--- src/rtl/seg7_pkg.sv ---
// Shared constants and the hex-to-segment table for the 7-segment scan driver.
package seg7_pkg;

    localparam int         NUM_DIGITS = 4;
    localparam logic [6:0] SEG_BLANK  = 7'b1111111;
    localparam logic [3:0] AN_OFF     = 4'b1111;

    // Active-low {g,f,e,d,c,b,a} patterns, indexed by nibble value 0..F.
    localparam logic [6:0] HEX_SEG_TABLE [16] = '{
        7'b1000000,  // 0
        7'b1111001,  // 1
        7'b0100100,  // 2
        7'b0110000,  // 3
        7'b0011001,  // 4
        7'b0010010,  // 5
        7'b0000010,  // 6
        7'b1111000,  // 7
        7'b0000000,  // 8
        7'b0010000,  // 9
        7'b0001000,  // A
        7'b0000011,  // b
        7'b1000110,  // C
        7'b0100001,  // d
        7'b0000110,  // E
        7'b0001110   // F
    };

endpackage

--- src/rtl/seg7_scan_driver_hex_to_seg.sv ---
// Combinational nibble-to-segment decoder for a common-anode display.
module hex_to_seg
    import seg7_pkg::*;
(
    input  logic [3:0] nibble,
    output logic [6:0] seg
);

    // Straight table lookup; every nibble value has an entry.
    always_comb begin
        seg = HEX_SEG_TABLE[nibble];
    end

endmodule

--- src/rtl/seg7_scan_driver.sv ---
// Latches a 16-bit value and scans it as four hex digits onto a multiplexed
// common-anode 7-segment display, with a blank cycle between digits.
module seg7_scan_driver
    import seg7_pkg::*;
#(
    parameter int CLK_DIV  = 100000,
    parameter bit BLANK_LZ = 1'b1
) (
    input  logic        clk,
    input  logic        rst,
    input  logic        load,
    input  logic [15:0] value,
    input  logic        en,
    output logic [3:0]  an,
    output logic [6:0]  seg,
    output logic        dp
);

    localparam int              PW      = $clog2(CLK_DIV);
    localparam int              IW      = $clog2(NUM_DIGITS);
    localparam logic [PW-1:0]   PRE_MAX = PW'(CLK_DIV - 1);

    logic [15:0]   shadow;
    logic [PW-1:0] prescaler;
    logic [IW-1:0] idx;
    logic          tick;
    logic [3:0]    nibble;
    logic [6:0]    digit_seg;
    logic          digit_blank;

    assign dp = 1'b1;

    // Tick marks the last cycle of a digit slot; it only exists while scanning.
    always_comb begin
        tick   = en && (prescaler == PRE_MAX);
        nibble = shadow[{idx, 2'b00} +: 4];
    end

    // A non-zero digit position is dark when it and every higher nibble are zero.
    always_comb begin
        digit_blank = 1'b0;
        if (BLANK_LZ) begin
            case (idx)
                2'd1:    digit_blank = (shadow[15:4]  == 12'h000);
                2'd2:    digit_blank = (shadow[15:8]  == 8'h00);
                2'd3:    digit_blank = (shadow[15:12] == 4'h0);
                default: digit_blank = 1'b0;
            endcase
        end
    end

    hex_to_seg u_hex_to_seg (
        .nibble (nibble),
        .seg    (digit_seg)
    );

    // Shadow register captures the display value on load, even while disabled.
    always_ff @(posedge clk) begin
        if (rst) begin
            shadow <= 16'h0000;
        end else if (load) begin
            shadow <= value;
        end
    end

    // Prescaler and digit index advance only while enabled, freezing otherwise.
    always_ff @(posedge clk) begin
        if (rst) begin
            prescaler <= '0;
            idx       <= '0;
        end else if (en) begin
            if (tick) begin
                prescaler <= '0;
                idx       <= idx + 1'b1;
            end else begin
                prescaler <= prescaler + 1'b1;
            end
        end
    end

    // Registered outputs: dark when disabled, anodes off on the slot's last cycle.
    always_ff @(posedge clk) begin
        if (rst) begin
            an  <= AN_OFF;
            seg <= SEG_BLANK;
        end else if (!en) begin
            an  <= AN_OFF;
            seg <= SEG_BLANK;
        end else if (tick) begin
            an  <= AN_OFF;
        end else begin
            an  <= digit_blank ? AN_OFF : ~(4'b0001 << idx);
            seg <= digit_seg;
        end
    end

endmodule

--- config.mk ---
export PLATFORM = sky130hd
export DESIGN_NAME = seg7_scan_driver
export DESIGN_NICKNAME = d
export VERILOG_FILES = /design/src/rtl/seg7_pkg.sv /design/src/rtl/seg7_scan_driver_hex_to_seg.sv /design/src/rtl/seg7_scan_driver.sv
export SDC_FILE = /design/constraint.sdc
export NUM_CORES = 1
export LEC_CHECK = 0
export CORE_MARGIN = 2
export CORE_UTILIZATION = 61
export CTS_BUF_LIST = sky130_fd_sc_hd__clkbuf_4 sky130_fd_sc_hd__clkbuf_8
export CTS_CLUSTER_DIAMETER = 50
export DETAILED_ROUTE_END_ITERATION = 8
export GPL_ROUTABILITY_DRIVEN = 0
export PLACE_DENSITY = 0.95
export SYNTH_ARGS = -nofsm -noshare
export SYNTH_HDL_FRONTEND = slang
export SYNTH_HIERARCHICAL = 1
export SYNTH_SLANG_ARGS = --single-unit
--- constraint.sdc ---
create_clock -name clk -period 4.84 [get_ports clk]
set_input_delay 0.484 -clock clk [delete_from_list [all_inputs] [get_ports clk]]
set_output_delay 0.484 -clock clk [all_outputs]
set_load 0.05 [all_outputs]
## Word level (Yosys, flattened, before mapping)

Memories as Yosys holds them, arrays and structs flattened. A register that Yosys moved wholly into a read port is not among the register bits.
Cells that the tools add are included.
W data, S select, Z words.

| storage, ports and cells | value |
|---|---|
| register bits | 39 |
| memory bits (read-only) | 112 |
| input bits | 20 |
| output and inout bits | 12 |
| logic and storage cells | 26 |
| memories | 1 |

Memories:

| memory | words | width | read ports | clocked after Yosys merged registers in | wr ports | line | RTL |
|---|---|---|---|---|---|---|---|
| (no name shown) | 16 | 7 | 1 | 1 | 0 | seg7_scan_driver_hex_to_seg.sv:11 | `seg = HEX_SEG_TABLE[nibble];` |

| operators by class | value |
|---|---|
| add/sub/neg operators | 2 |
| eq/ne operators | 4 |
| shift operators | 2 |
| multiplexer cells | 2 |
| bitwise gates (word level) | 3 |
| reductions and logical operators | 8 |

Operators with widths:

| cell | number |
|---|---|
| $add A17 B1 Y17 const B | 1 |
| $eq A17 B17 Y1 const B | 1 |
| $mux W17 | 1 |
| $shiftx A16 B5 Y4 | 1 |
| $logic_not A12 Y1 | 1 |
| $logic_not A8 Y1 | 1 |
| $not A4 Y5 | 1 |
| $eq A2 B2 Y1 const B | 2 |
| $logic_not A4 Y1 | 1 |
| $not A4 Y4 | 1 |
| $reduce_or A4 Y1 | 1 |
| $shl A1 B2 Y4 const A | 1 |
| $pmux W1 S3 | 1 |
| $add A2 B1 Y2 const B | 1 |
| $eq A2 B1 Y1 const B | 1 |
| $reduce_and A2 Y1 | 1 |
| $reduce_or A2 Y1 | 1 |
| $logic_and A1 B1 Y1 | 1 |
| $logic_not A1 Y1 | 1 |
| $not A1 Y1 | 1 |

## Longest topological paths before layout

| logic depth | value |
|---|---|
| depth after elaboration | 3 |
| depth in mapped cells | 9 |
| mapped depth without buffers | 8 |

## Cells and area by module

The synthesis kept the hierarchy.

Modules (own cells, without submodules):

| module | instances | cells each | area an instance (um2) | seq. area each (um2) |
|---|---|---|---|---|
| seg7_scan_driver | 1 | 218 | 2,053.2 | 920.9 |
| hex_to_seg | 1 | 33 | 269.0 | 0.0 |

## Worst setup path after synthesis

No wires, ideal clock.

| timing path | value |
|---|---|
| path kind | register -> register |
| start point | reg idx[0] |
| end point | reg seg[3] |
| arrival time | 2.128 ns |
| slack | 2.580 ns |
| stages on the path, launching flop included | 9 |
| path buffers | 1 |
| cell sequence | dfxtp_1 clkbuf_1 mux4_2 inv_1 ha_1 inv_1 mux4_2 o21ai_1 nand3_1 |

| on the way | value |
|---|---|
| cells in the longest elaborated chain, start to end | 2 |

RTL lines:

| what | line | RTL |
|---|---|---|
| start: declaration | seg7_scan_driver.sv:25 | `logic [IW-1:0] idx;` |
| start signal: assignment | seg7_scan_driver.sv:74 | `idx <= idx + 1'b1;` |
| $shiftx A16 B5 Y4 | seg7_scan_driver.sv:36 | `nibble = shadow[{idx, 2'b00} +: 4];` |
| named net nibble[0] | seg7_scan_driver.sv:27 | `logic [3:0] nibble;` |
| $not A4 Y5 (implied by the code) | seg7_scan_driver_hex_to_seg.sv:11 |  |
| end: declaration | seg7_scan_driver.sv:15 | `output logic [6:0] seg,` |

The timed path passes the listed nets, and every way through them passes these cells.
A chain may end at the register's enable or synchronous reset.

## Worst setup path after layout

Same ends and word-level chain as after synthesis.

==> flow_summary.rst <==
.. list-table::
   :header-rows: 1

   * - Metric
     - Value
   * - Status
     - finished, final reports clean
   * - Most frequently used flop master after synthesis
     - sky130_fd_sc_hd__dfxtp_1
   * - Internal cell power
     - about 560 uW
   * - Antenna diode count
     - 0
   * - EDFF count, synth
     - 0
   * - Global-route usage over all layers
     - approximately 25%
   * - Syn Nets
     - ~280
   * - Core Footprint
     - around 0.0037 mm^2
   * - Initial core utilization
     - between 60 and 70%
   * - Vias in the first global route
     - between 1500 and 2000
   * - Ys async rst share
     - 0%
   * - WP data required
     - 5.00 ns
   * - Reported net switching power
     - between 150 and 200 uW
   * - Mapped cell area
     - approximately 0.0023 mm^2
   * - Max-slew headroom
     - between 30% and 40%
   * - Routed Antenna Nets
     - 0
   * - Total area of multi-input combinational cells
     - about 0.0013 mm^2
   * - Endpoint of the lowest-slack register-to-register path
     - seg[3]$_SDFFE_PP1P_
   * - Critical Path Sink
     - seg[3]$_SDFFE_PP1P_
   * - Initial antenna violation count
     - 0
   * - Final hold violation count
     - 0
   * - Worst setup EP type
     - flip-flop
   * - Global-route wire length before repair
     - about 8100 um
   * - Pre-CTS setup slack
     - 2.32 ns
   * - Timing-limited maximum frequency
     - approximately 420 MHz
   * - Slew Viols, Final
     - 0
   * - I/O pin count
     - 32
   * - Placed standard-cell area
     - ~0.0026 mm^2
   * - Setup slack of the most critical reg-to-reg path
     - ~2.5 ns
   * - Number of cells on the worst hold path
     - 2
   * - Worst-path fanout max
     - 8
   * - Post-Synthesis Cells
     - approximately 250
   * - First drt pass iteration count
     - 4
   * - Total congestion overflow after global routing
     - 0
   * - Hold buffer count at cts
     - 0
   * - Total of warnings raised by yosys
     - 6
   * - Port-buffer cells
     - 30
   * - Path depth of the worst reg2reg path
     - 7
   * - Post-CTS setup-driven buffer insertion count
     - 0
   * - Sequential share of the synthesized area
     - roughly two fifths
   * - Crit path launch type
     - flip-flop
   * - Crit path launch
     - idx[0]$_SDFFE_PP0P_
   * - Count of H-tree levels built during CTS
     - 2
   * - Via/cell ratio
     - a little under 6
   * - WL/cell
     - around 15 um
   * - Clock network latency to the later pin of the worst-skew pair
     - approximately 0.3 ns
   * - Synth Area per Inst
     - slightly above 9 um^2
   * - Synth Area in Adders
     - about 7%
   * - Fraction of final layout cells with drive strength greater than 1
     - 6.91%
   * - Share of the synthesized area in compound gates (AO/OA/AOI/OAI)
     - under 10%
   * - Worst-margin pin slew
     - between 0.9 and 1 ns
   * - Vias after detailed routing
     - ~1900
   * - PD cells
     - approximately 280 mW/mm^2
   * - WS Path Type
     - flip-flop to flip-flop
   * - Main combinational cell family by area after synthesis
     - simple AND/OR/NAND/NOR gates
   * - Detailed Route WL
     - between 4000 and 5000 um
   * - Number of buffers created by CTS
     - 5
   * - Share of cell area taken by muxes after synthesis
     - between 10% and 20%
   * - CTS tree
     - yes
   * - Remaining routing DRC violations
     - 0
   * - Post-Synth XOR/XNOR Area
     - ~5%
   * - Total Power
     - 743 uW
   * - Cell at the root of the clock tree
     - sky130_fd_sc_hd__clkbuf_8
   * - Largest net degree at the start of global routing
     - 24
   * - HP Class
     - flip-flop to flip-flop
   * - Clock tree buffer depth
     - 2
   * - Area used by sequential logic in the layout
     - ~920 um^2
   * - Fill cell total of the finished layout
     - ~250
   * - RSZ-0062 raised after global routing
     - false
   * - Fraction of power spent switching nets
     - 24.9%
   * - Area share of and/or/nand/nor cells after synthesis
     - 20.8%
   * - Clock Power Share
     - about 32%
   * - Count of maximum capacitance violations
     - 0
   * - Fraction of power consumed by combinational cells
     - a little over an eighth
   * - Critical R2R Launch
     - idx[0]$_SDFFE_PP0P_
   * - Final clock skew
     - between 0.005 and 0.006 ns
   * - Post-cts resize count
     - 0
   * - Number of distinct library cells after synthesis
     - 38
   * - Register bit total from synthesis
     - 46
   * - Power share of the sequential group
     - 54.1%
   * - Commonest cells after routing, fill and taps aside
     - sky130_fd_sc_hd__dfxtp_1, sky130_fd_sc_hd__nor2_1, sky130_fd_sc_hd__clkdlybuf4s50_1
   * - Syn-to-layout area delta
     - 16.2%
   * - Arrival time reported for the critical path endpoint
     - roughly 2.5 ns
   * - Slack of the critical path
     - between 2 and 2.5 ns
   * - Max IR drop VDD
     - about 0.20 mV
   * - Die H
     - 65.7 um
   * - Final period util
     - between 40% and 50%
   * - Final Net Count
     - between 300 and 400
   * - Number of standard-cell rows in the floorplan
     - 22
   * - Post-Place Cells
     - about 320
   * - Clock slew at the register clock pins of the worst setup and hold paths
     - 0.08 ns
   * - DIE AREA
     - roughly 0.0043 mm^2
   * - Detailed-placement wirelength estimate
     - ~3500 um
   * - Final period demand of the worst path
     - about 2.4 ns
   * - Leading cell type in the layout, fill and taps excluded
     - sky130_fd_sc_hd__dfxtp_1
   * - Die Wd
     - between 60 and 70 um
   * - Final setup vio count
     - 0
   * - Count of non-filler cells in the finished layout
     - approximately 320
   * - Aggregate negative setup slack
     - 0 ns
   * - Number of DRC markers in iteration 0
     - 145
   * - Post-route cell area
     - 0.00270 mm^2
   * - Sink count of the clock tree
     - 46
   * - Static power due to leakage
     - about 0.0010 uW
-- cells by family (layout without fill, tap and decap cells) --
logic type,after synthesis,count (layout)
AOI/OAI and AO/OA,29,29
xor gates and xnor gates,13,13
adders and majority gates,13,13
buffers and inverters,24,48
DFF,46,46
muxes,27,27
other,1,1
and+or+nand+nor,98,98
-- how the worst min path moves through the flow --
stage / slack, ns / end / start
floorplan: 0.46 / shadow[0]$_SDFFE_PP0P_ / shadow[0]$_SDFFE_PP0P_
global placement: 0.47 / shadow[2]$_SDFFE_PP0P_ / shadow[2]$_SDFFE_PP0P_
detailed placement: 0.48 / seg[5]$_SDFFE_PP1P_ / seg[5]$_SDFFE_PP1P_
CTS: 0.49 / seg[5]$_SDFFE_PP1P_ / seg[5]$_SDFFE_PP1P_
global route: 0.50 / seg[5]$_SDFFE_PP1P_ / seg[5]$_SDFFE_PP1P_
finish: 0.49 / seg[5]$_SDFFE_PP1P_ / seg[5]$_SDFFE_PP1P_
-- metal layers --
layer	global-route usage [%]	vias to the layer above	wire length, um
met2	39.5	66	2330
met3	5.65	15	260
met5	0	-	0
met1	32.0	898	2200
li1	-	922	-
met4	11.5	0	129
-- state kept, by name (all words and copies together) (netlist names) --
| signal | count |
|---|---|
| prescaler | 17 |
| an | 4 |
| shadow | 16 |
| seg | 7 |
| idx | 2 |
-- power by group through the flow --
stage	clock (uW)	combinational, uW	sequential, uW
floorplan	0	53.4	422
global placement	0	95.7	409
detailed placement	0	99.2	410
CTS	246	100	401
global route	262	108	403
finish	241	100	402
-- cell type report --
class / count / area share, %
Timing Repair Buffer: 31 / 11.4
Clock inverter: 1 / 0.185
Multi-Input combinational cell: 181 / 47.5
Tap cell: 48 / 2.23
Inverter: 9 / 1.25
Clock buffer: 7 / 3.34
Sequential cell: 46 / 34.1
-- through the flow --
step	util (%)	hold WS (ns)
after detailed placement	71.1	0.479
after CTS	73.7	0.490
after global placement	71.1	0.472
after global routing	73.7	0.504
final	73.7	0.487
after floorplan	-	0.455
-- cell usage after synthesis (all sizes together), types with 2 or more instances --
cell type	number	area share [%]
a21o	2	0.65
a21oi	8	1.7
and3	2	0.54
buf	10	2.9
clkbuf	5	0.86
dfxtp	46	40
ha	13	7.0
inv	9	1.5
mux2i	22	9.5
mux4	5	4.8
nand2	7	1.2
nand2b	4	1.1
nand3	25	5.4
nand3b	2	0.65
nand4	3	0.81
nor2	38	6.1
nor3	3	0.65
nor4	9	2.4
o211ai	4	1.5
o21ai	11	2.4
or4	2	0.81
xnor2	10	3.8
xor2	3	1.1
-- critical path: stages (launching register included) --
cell	delay, ns
sky130_fd_sc_hd__dfxtp_1	0.58
sky130_fd_sc_hd__mux4_2	0.66
sky130_fd_sc_hd__inv_1	0.17
sky130_fd_sc_hd__ha_1	0.15
sky130_fd_sc_hd__inv_1	0.04
sky130_fd_sc_hd__mux4_2	0.44
sky130_fd_sc_hd__o21ai_1	0.09
sky130_fd_sc_hd__nand3_1	0.09
No activity file was read; power rests on OpenSTA's default activity.
